$ cat src/rtl/lsu_mem_arbiter_if.sv
// Valid/ready read+write channel bundle; PORTS lanes packed side by side.
// The LSU side uses PORTS=THREADS_PER_BLOCK, the memory side PORTS=1.
interface lsu_mem_arbiter_if #(
    parameter int unsigned PORTS     = 1,
    parameter int unsigned ADDR_BITS = 8,
    parameter int unsigned DATA_BITS = 8
);
    logic [PORTS-1:0]           read_valid;
    logic [PORTS*ADDR_BITS-1:0] read_address;
    logic [PORTS-1:0]           read_ready;
    logic [PORTS*DATA_BITS-1:0] read_data;
    logic [PORTS-1:0]           write_valid;
    logic [PORTS*ADDR_BITS-1:0] write_address;
    logic [PORTS*DATA_BITS-1:0] write_data;
    logic [PORTS-1:0]           write_ready;

    // Requester side: raises valid and holds it until ready.
    modport master (
        output read_valid, read_address, write_valid, write_address, write_data,
        input  read_ready, read_data, write_ready
    );

    // Responder side: completes a request by raising ready.
    modport slave (
        input  read_valid, read_address, write_valid, write_address, write_data,
        output read_ready, read_data, write_ready
    );
endinterface

$ cat src/rtl/lsu_mem_arbiter.sv
// Round-robin arbiter sharing one data-memory channel among per-thread LSU ports,
// with a single outstanding transaction and registered outputs.
module lsu_mem_arbiter #(
    parameter int unsigned THREADS_PER_BLOCK = 4,
    parameter int unsigned ADDR_BITS         = 8,
    parameter int unsigned DATA_BITS         = 8,
    localparam int unsigned ID_BITS = (THREADS_PER_BLOCK > 1) ? $clog2(THREADS_PER_BLOCK) : 1
) (
    input  logic               clk,
    input  logic               reset,
    lsu_mem_arbiter_if.slave   req,
    lsu_mem_arbiter_if.master  mem,
    output logic               busy,
    output logic [ID_BITS-1:0] grant_id
);
    localparam int unsigned N = THREADS_PER_BLOCK;

    typedef enum logic [1:0] {IDLE, READ_WAIT, WRITE_WAIT, RELAY} state_e;

    state_e                 state_q, state_d;
    logic [ID_BITS-1:0]     rr_ptr_q, rr_ptr_d;
    logic [ID_BITS-1:0]     grant_q, grant_d;
    logic                   served_write_q, served_write_d;
    logic                   busy_q, busy_d;
    logic                   mem_read_valid_q, mem_read_valid_d;
    logic                   mem_write_valid_q, mem_write_valid_d;
    logic [ADDR_BITS-1:0]   mem_read_address_q, mem_read_address_d;
    logic [ADDR_BITS-1:0]   mem_write_address_q, mem_write_address_d;
    logic [DATA_BITS-1:0]   mem_write_data_q, mem_write_data_d;
    logic [N-1:0]           req_read_ready_q, req_read_ready_d;
    logic [N-1:0]           req_write_ready_q, req_write_ready_d;
    logic [N*DATA_BITS-1:0] req_read_data_q, req_read_data_d;

    logic               hit_c;
    logic [ID_BITS-1:0] hit_id_c;

    // First requesting thread after rr_ptr, wrapping modulo N.
    always_comb begin
        int unsigned        sum;
        logic [ID_BITS-1:0] idx;
        hit_c    = 1'b0;
        hit_id_c = '0;
        sum      = 0;
        idx      = '0;
        for (int unsigned i = 1; i <= N; i++) begin
            sum = 32'(rr_ptr_q) + i;
            if (sum >= N) sum = sum - N;
            idx = ID_BITS'(sum);
            if (!hit_c && (req.read_valid[idx] || req.write_valid[idx])) begin
                hit_c    = 1'b1;
                hit_id_c = idx;
            end
        end
    end

    // Next-state and registered-output logic.
    always_comb begin
        state_d             = state_q;
        rr_ptr_d            = rr_ptr_q;
        grant_d             = grant_q;
        served_write_d      = served_write_q;
        mem_read_valid_d    = mem_read_valid_q;
        mem_write_valid_d   = mem_write_valid_q;
        mem_read_address_d  = mem_read_address_q;
        mem_write_address_d = mem_write_address_q;
        mem_write_data_d    = mem_write_data_q;
        req_read_ready_d    = req_read_ready_q;
        req_write_ready_d   = req_write_ready_q;
        req_read_data_d     = req_read_data_q;

        unique case (state_q)
            IDLE: begin
                if (hit_c) begin
                    grant_d  = hit_id_c;
                    rr_ptr_d = hit_id_c;
                    // A thread asserting both gets its read first.
                    if (req.read_valid[hit_id_c]) begin
                        mem_read_valid_d   = 1'b1;
                        mem_read_address_d = req.read_address[hit_id_c*ADDR_BITS +: ADDR_BITS];
                        served_write_d     = 1'b0;
                        state_d            = READ_WAIT;
                    end else begin
                        mem_write_valid_d   = 1'b1;
                        mem_write_address_d = req.write_address[hit_id_c*ADDR_BITS +: ADDR_BITS];
                        mem_write_data_d    = req.write_data[hit_id_c*DATA_BITS +: DATA_BITS];
                        served_write_d      = 1'b1;
                        state_d             = WRITE_WAIT;
                    end
                end
            end
            READ_WAIT: begin
                if (mem.read_ready[0]) begin
                    mem_read_valid_d = 1'b0;
                    req_read_data_d[grant_q*DATA_BITS +: DATA_BITS] = mem.read_data;
                    req_read_ready_d[grant_q] = 1'b1;
                    state_d = RELAY;
                end
            end
            WRITE_WAIT: begin
                if (mem.write_ready[0]) begin
                    mem_write_valid_d          = 1'b0;
                    req_write_ready_d[grant_q] = 1'b1;
                    state_d                    = RELAY;
                end
            end
            RELAY: begin
                // Release only once the served valid is dropped.
                if (served_write_q ? !req.write_valid[grant_q] : !req.read_valid[grant_q]) begin
                    req_read_ready_d[grant_q]  = 1'b0;
                    req_write_ready_d[grant_q] = 1'b0;
                    state_d                    = IDLE;
                end
            end
            default: state_d = IDLE;
        endcase

        busy_d = (state_d != IDLE);
    end

    always_ff @(posedge clk or negedge reset) begin
        if (!reset) begin
            state_q             <= IDLE;
            rr_ptr_q            <= ID_BITS'(N - 1);
            grant_q             <= '0;
            served_write_q      <= 1'b0;
            busy_q              <= 1'b0;
            mem_read_valid_q    <= 1'b0;
            mem_write_valid_q   <= 1'b0;
            mem_read_address_q  <= '0;
            mem_write_address_q <= '0;
            mem_write_data_q    <= '0;
            req_read_ready_q    <= '0;
            req_write_ready_q   <= '0;
            req_read_data_q     <= '0;
        end else begin
            state_q             <= state_d;
            rr_ptr_q            <= rr_ptr_d;
            grant_q             <= grant_d;
            served_write_q      <= served_write_d;
            busy_q              <= busy_d;
            mem_read_valid_q    <= mem_read_valid_d;
            mem_write_valid_q   <= mem_write_valid_d;
            mem_read_address_q  <= mem_read_address_d;
            mem_write_address_q <= mem_write_address_d;
            mem_write_data_q    <= mem_write_data_d;
            req_read_ready_q    <= req_read_ready_d;
            req_write_ready_q   <= req_write_ready_d;
            req_read_data_q     <= req_read_data_d;
        end
    end

    assign busy              = busy_q;
    assign grant_id          = grant_q;
    assign mem.read_valid    = mem_read_valid_q;
    assign mem.read_address  = mem_read_address_q;
    assign mem.write_valid   = mem_write_valid_q;
    assign mem.write_address = mem_write_address_q;
    assign mem.write_data    = mem_write_data_q;
    assign req.read_ready    = req_read_ready_q;
    assign req.write_ready   = req_write_ready_q;
    assign req.read_data     = req_read_data_q;
endmodule

$ cat src/flat_wrapper.sv
// flat-port wrapper written by rule: the top's interface ports become plain ports
module lsu_mem_arbiter_flat 
#(
    parameter int unsigned THREADS_PER_BLOCK = 4,
    parameter int unsigned ADDR_BITS         = 8,
    parameter int unsigned DATA_BITS         = 8,
    localparam int unsigned ID_BITS = (THREADS_PER_BLOCK > 1) ? $clog2(THREADS_PER_BLOCK) : 1
)
  (clk, reset, busy, grant_id, req_read_valid, req_read_address, req_write_valid, req_write_address, req_write_data, req_read_ready, req_read_data, req_write_ready, mem_read_valid, mem_read_address, mem_write_valid, mem_write_address, mem_write_data, mem_read_ready, mem_read_data, mem_write_ready);
  lsu_mem_arbiter_if #(.PORTS((4)), .ADDR_BITS(ADDR_BITS), .DATA_BITS(DATA_BITS)) req_i ();
  lsu_mem_arbiter_if #(.PORTS(1), .ADDR_BITS(ADDR_BITS), .DATA_BITS(DATA_BITS)) mem_i ();
  input  logic clk;
  input  logic reset;
  output logic busy;
  output logic [ID_BITS-1:0] grant_id;
  input wire logic [$bits(req_i.read_valid)-1:0] req_read_valid;
  input wire logic [$bits(req_i.read_address)-1:0] req_read_address;
  input wire logic [$bits(req_i.write_valid)-1:0] req_write_valid;
  input wire logic [$bits(req_i.write_address)-1:0] req_write_address;
  input wire logic [$bits(req_i.write_data)-1:0] req_write_data;
  output wire logic [$bits(req_i.read_ready)-1:0] req_read_ready;
  output wire logic [$bits(req_i.read_data)-1:0] req_read_data;
  output wire logic [$bits(req_i.write_ready)-1:0] req_write_ready;
  output wire logic [$bits(mem_i.read_valid)-1:0] mem_read_valid;
  output wire logic [$bits(mem_i.read_address)-1:0] mem_read_address;
  output wire logic [$bits(mem_i.write_valid)-1:0] mem_write_valid;
  output wire logic [$bits(mem_i.write_address)-1:0] mem_write_address;
  output wire logic [$bits(mem_i.write_data)-1:0] mem_write_data;
  input wire logic [$bits(mem_i.read_ready)-1:0] mem_read_ready;
  input wire logic [$bits(mem_i.read_data)-1:0] mem_read_data;
  input wire logic [$bits(mem_i.write_ready)-1:0] mem_write_ready;
  assign req_i.read_valid = req_read_valid;
  assign req_i.read_address = req_read_address;
  assign req_i.write_valid = req_write_valid;
  assign req_i.write_address = req_write_address;
  assign req_i.write_data = req_write_data;
  assign req_read_ready = req_i.read_ready;
  assign req_read_data = req_i.read_data;
  assign req_write_ready = req_i.write_ready;
  assign mem_read_valid = mem_i.read_valid;
  assign mem_read_address = mem_i.read_address;
  assign mem_write_valid = mem_i.write_valid;
  assign mem_write_address = mem_i.write_address;
  assign mem_write_data = mem_i.write_data;
  assign mem_i.read_ready = mem_read_ready;
  assign mem_i.read_data = mem_read_data;
  assign mem_i.write_ready = mem_write_ready;
  lsu_mem_arbiter #(.THREADS_PER_BLOCK(THREADS_PER_BLOCK), .ADDR_BITS(ADDR_BITS), .DATA_BITS(DATA_BITS)) u_core (.clk(clk), .reset(reset), .req(req_i), .mem(mem_i), .busy(busy), .grant_id(grant_id));
endmodule
$ cat config.mk
export PLATFORM = sky130hd
export DESIGN_NAME = lsu_mem_arbiter_flat
export DESIGN_NICKNAME = d
export VERILOG_FILES = /design/src/rtl/lsu_mem_arbiter_if.sv /design/src/rtl/lsu_mem_arbiter.sv /design/src/flat_wrapper.sv
export SDC_FILE = /design/constraint.sdc
export NUM_CORES = 1
export LEC_CHECK = 0
export ABC_AREA = 1
export CAP_MARGIN = 20
export CORE_MARGIN = 5
export CORE_UTILIZATION = 25
export CTS_BUF_LIST = sky130_fd_sc_hd__clkbuf_8
export DETAILED_ROUTE_END_ITERATION = 8
export PLACE_DENSITY = 0.47
export SLEW_MARGIN = 30
export SYNTH_ARGS = -nofsm -noshare
export SYNTH_HDL_FRONTEND = slang
export SYNTH_SLANG_ARGS = --single-unit
$ cat constraint.sdc
create_clock -name clk -period 4.2 [get_ports clk]
set_clock_uncertainty 0.15 [all_clocks]
set_input_delay 0.42 -clock clk [delete_from_list [all_inputs] [get_ports clk]]
set_output_delay 0.42 -clock clk [all_outputs]
set_load 0.02 [all_outputs]
==> summary.md <==
| Metric | Value |
|---|---|
| Routed wire length | `between 15 and 20 mm` |
| RSZ-0062 raised after global routing | `false` |
| Post-Syn Area | `4878 µm²` |
| Cell Area, Placed | `between 6000 and 7000 µm²` |
| Post-synthesis adder-cell area fraction | `1.282%` |
| Routed wire per std cell | `about 15 µm` |
| Placed wire-length estimate | `between 10 and 15 mm` |
| Setup crit end kind | `flip-flop` |
| Vias | `5035` |
| Vias in the first global route | `approximately 5k` |
| Xor and xnor area share after synthesis | `0%` |
| CTS Buf Count | `9` |
| DR pass1 iterations | `4` |
| WP depth | `13` |
| Synth Area in Simple Gates | `~35%` |
| End of the critical path | `u_core.mem.write_address[5]$_DFFE_PN0P_` |
| Maximum root-to-sink buffer count | `2` |
| H-tree Lvls | `3` |
| Row count | `51` |
| DIE AREA | `22410 µm²` |
| Post-CTS setup buffer count | `0` |
| Sequential fraction of the synthesis area | `38.01%` |
| Crit path largest cell delay | `700 ps` |
| Crit path max-delay family | `simple AND/OR/NAND/NOR gates` |
| Period utilization | `76.37%` |
| Main synth FF type | `dfrtp_1` |
| Buffers added on ports | `184` |
| Critical path type | `flip-flop to flip-flop` |
| Slew Limit Fails | `0` |
| #FFs+latches synth | `74` |
| Gpl congestion | `0.8860` |
| CP startpoint | `u_core.rr_ptr_q[0]$_DFFE_PN1P_` |
| Largest net degree at the start of global routing | `75` |
| Distinct cell type count after synthesis | `32` |
| GR Overflow Total | `0` |
| Slew HR | `50.83%` |
| Largest family of logic cells by synthesized area | `simple AND/OR/NAND/NOR gates` |
| Syn_nets | `about 830` |
| CP arrival | `3310 ps` |
| Setup violations, final | `0` |
| I/O Pins | `185` |
| Post-cts repair resize count | `0` |
| Post-Synthesis Cells | `about 710` |
| Clk_lat worst skew | `between 300 and 400 ps` |
| EDFF count, synth | `0` |
| VDD IR max | `about 0.00029 V` |
| Maxcap violations | `0` |
| Multi-input gate area | `2237 µm²` |
| Share of cells above drive strength 1 | `5.950%` |
| ANT nets after route | `0` |
| Sum of negative setup slack | `0 ps` |
| Pwr dens | `820.5 nW/µm²` |
| Yosys warns | `0` |
| DRC violations left | `0` |
| Peak Freq | `0.3118 GHz` |
| Leak pwr | `around 3.6 nW` |
| Post-synthesis compound-gate area fraction | `10.03%` |
| Area delta synth->final | `45.37%` |
| Worst-path clk slew | `roughly 90 ps` |
| Async S/R FF share, synth | `100.0%` |
| R2r startpoint | `u_core.rr_ptr_q[0]$_DFFE_PN1P_` |
| Critical path's slowest cell | `dfstp_2` |
| Drt first-iter violations | `203` |
| Design area | `7092 µm²` |
| Setup crit start kind | `flip-flop` |
| # nets final | `990` |
| Total track usage | `15.75%` |
| Syn_area_per_cell | `6.920 µm²` |
| Root Buffer | `clkbuf_8` |
| Reg2Reg Depth | `13` |
| Clk sinks | `74` |
| Mux cell area share after synthesis | `0%` |
| Vias per cell | `about 4.4` |
| Critical R2R Capture | `u_core.mem.write_address[5]$_DFFE_PN0P_` |
| Reg2reg setup slack | `about 990 ps` |
| Crit path required time | `4300 ps` |
| Die W | `roughly 150 µm` |
| CP Cell Sequence | `inv_2, nand2_1, nand2_1, nand2_1, nand2_1, nor2_4, nand4_1, nand2_4, inv_4, nand2_2, nand3_4, nand2_1, o21ai_2` |
| Bufs and invs on worst path | `2` |
| Std-Cell Core Area | `19330 µm²` |
| Hold WC Path Type | `flip-flop to flip-flop` |
| CTS tree | `built` |
| Starting density of the core | `25.23%` |
| Initial antenna violation count | `0` |
| Slew at the pin with the worst max-slew slack | `~730 ps` |
| Status | `complete, no violations` |
| Register area | `1854 µm²` |
| Fillers | `between 2k and 2.5k` |
| First-pass GRT wire length | `27.66 mm` |
| Hold Fails Final Rpt | `0` |
| CP Max Fanout | `35` |
| Leading cell type in the layout, fill and taps excluded | `nand2_1` |
| Die height | `149.7 µm` |
| Critical path's most frequent cell | `nand2_1` |
| Fin crit period | `3208 ps` |
| Ant. Diodes | `0` |
| Design Power | `5.819 mW` |
| Commonest cells after routing, fill and taps aside | `193 x nand2_1, 183 x clkdlybuf4s50_1, 145 x inv_1` |
## cell usage after synthesis, types with 4 or more instances
master    instances  area, µm²
o31ai_1           8      60.06
nand2_2           4      25.02
nand3_4           4      70.07
buf_2            15      75.07
o21ai_2           6      52.55
buf_4             5      37.54
inv_1           145      544.3
inv_2             6      22.52
clkbuf_1         11      41.29
nand3_1          79      395.4
a21oi_1           5      25.02
dfrtp_1          72       1802
nand2_1         193      724.4
o41ai_1           8      70.07
buf_6             4      45.04
ha_1              5      62.56
o21ai_1          25      125.1
o21ai_0          25      125.1
nand4_1          53      331.6
nor2_1           13      48.80
## layer usage
layer | wire, µm | track usage (%) | vias up
met5 | 0 | 0 | -
met4 | 308 | 4.986 | 0
li1 | - | - | 2573
met2 | 7790 | 24.21 | 179
met3 | 1688 | 5.906 | 18
met1 | 7862 | 20.55 | 2265
## worst min-delay path by stage
stage	start	end	slack (ps)	cells past startpoint
floorplan	reset	asynchronous set/reset pin	-30	0
global placement	u_core.req.read_data[27]$_DFFE_PN0P_	u_core.req.read_data[27]$_DFFE_PN0P_	310	2
detailed placement	u_core.req.read_data[27]$_DFFE_PN0P_	u_core.req.read_data[27]$_DFFE_PN0P_	320	2
CTS	u_core.req.read_data[10]$_DFFE_PN0P_	u_core.req.read_data[10]$_DFFE_PN0P_	340	2
global route	u_core.req.read_data[10]$_DFFE_PN0P_	u_core.req.read_data[10]$_DFFE_PN0P_	350	2
finish	u_core.req.read_data[17]$_DFFE_PN0P_	u_core.req.read_data[17]$_DFFE_PN0P_	340	2
## logic make-up after synthesis
kind of cell	count (synthesis)
compound gates	81
flops	74
fa+ha+maj	5
buf+inv	191
simple gates	354
## worst register-to-register path, stage by stage, from the launching register on
cell	delay [ps]
dfstp_2	700
inv_2	180
nand2_1	90
nand2_1	100
nand2_1	110
nand2_1	130
nor2_4	160
nand4_1	160
nand2_4	350
inv_4	230
nand2_2	150
nand3_4	320
nand2_1	210
o21ai_2	60
## layout make-up
cell class,instances,area share [%]
flip-flops and latches,74,26.15
clock inverters,6,0.8998
repair buffers,189,26.55
inverters,155,8.239
clock buffers,10,1.941
multi-input cells,440,31.55
well taps,265,4.675
## per-stage QoR
step           instances  utilization, %  hold slack [ps]  worst slack, ps
2_1_floorplan        705               -           -25.59             1986
3_3_place_gp        1122           35.57            314.1            801.1
3_5_place_dp        1122           35.59            316.0            785.4
4_1_cts             1139           36.68            340.4            973.4
5_1_grt             1139           36.68            353.6            719.7
6_report            1139           36.68            336.6            992.4
## power by group
part	leakage, nW	internal, mW	switching, mW
clock network	0.0987	0.291	0.300
logic	2.52	1.43	2.52
registers	0.955	1.03	0.240
## repair_timing
item,4_1_cts,5_1_grt
setup endpoints to repair,0,0
hold endpoints to repair,72,0
hold buffers,1,0
Power figures use the tool's default switching activity.
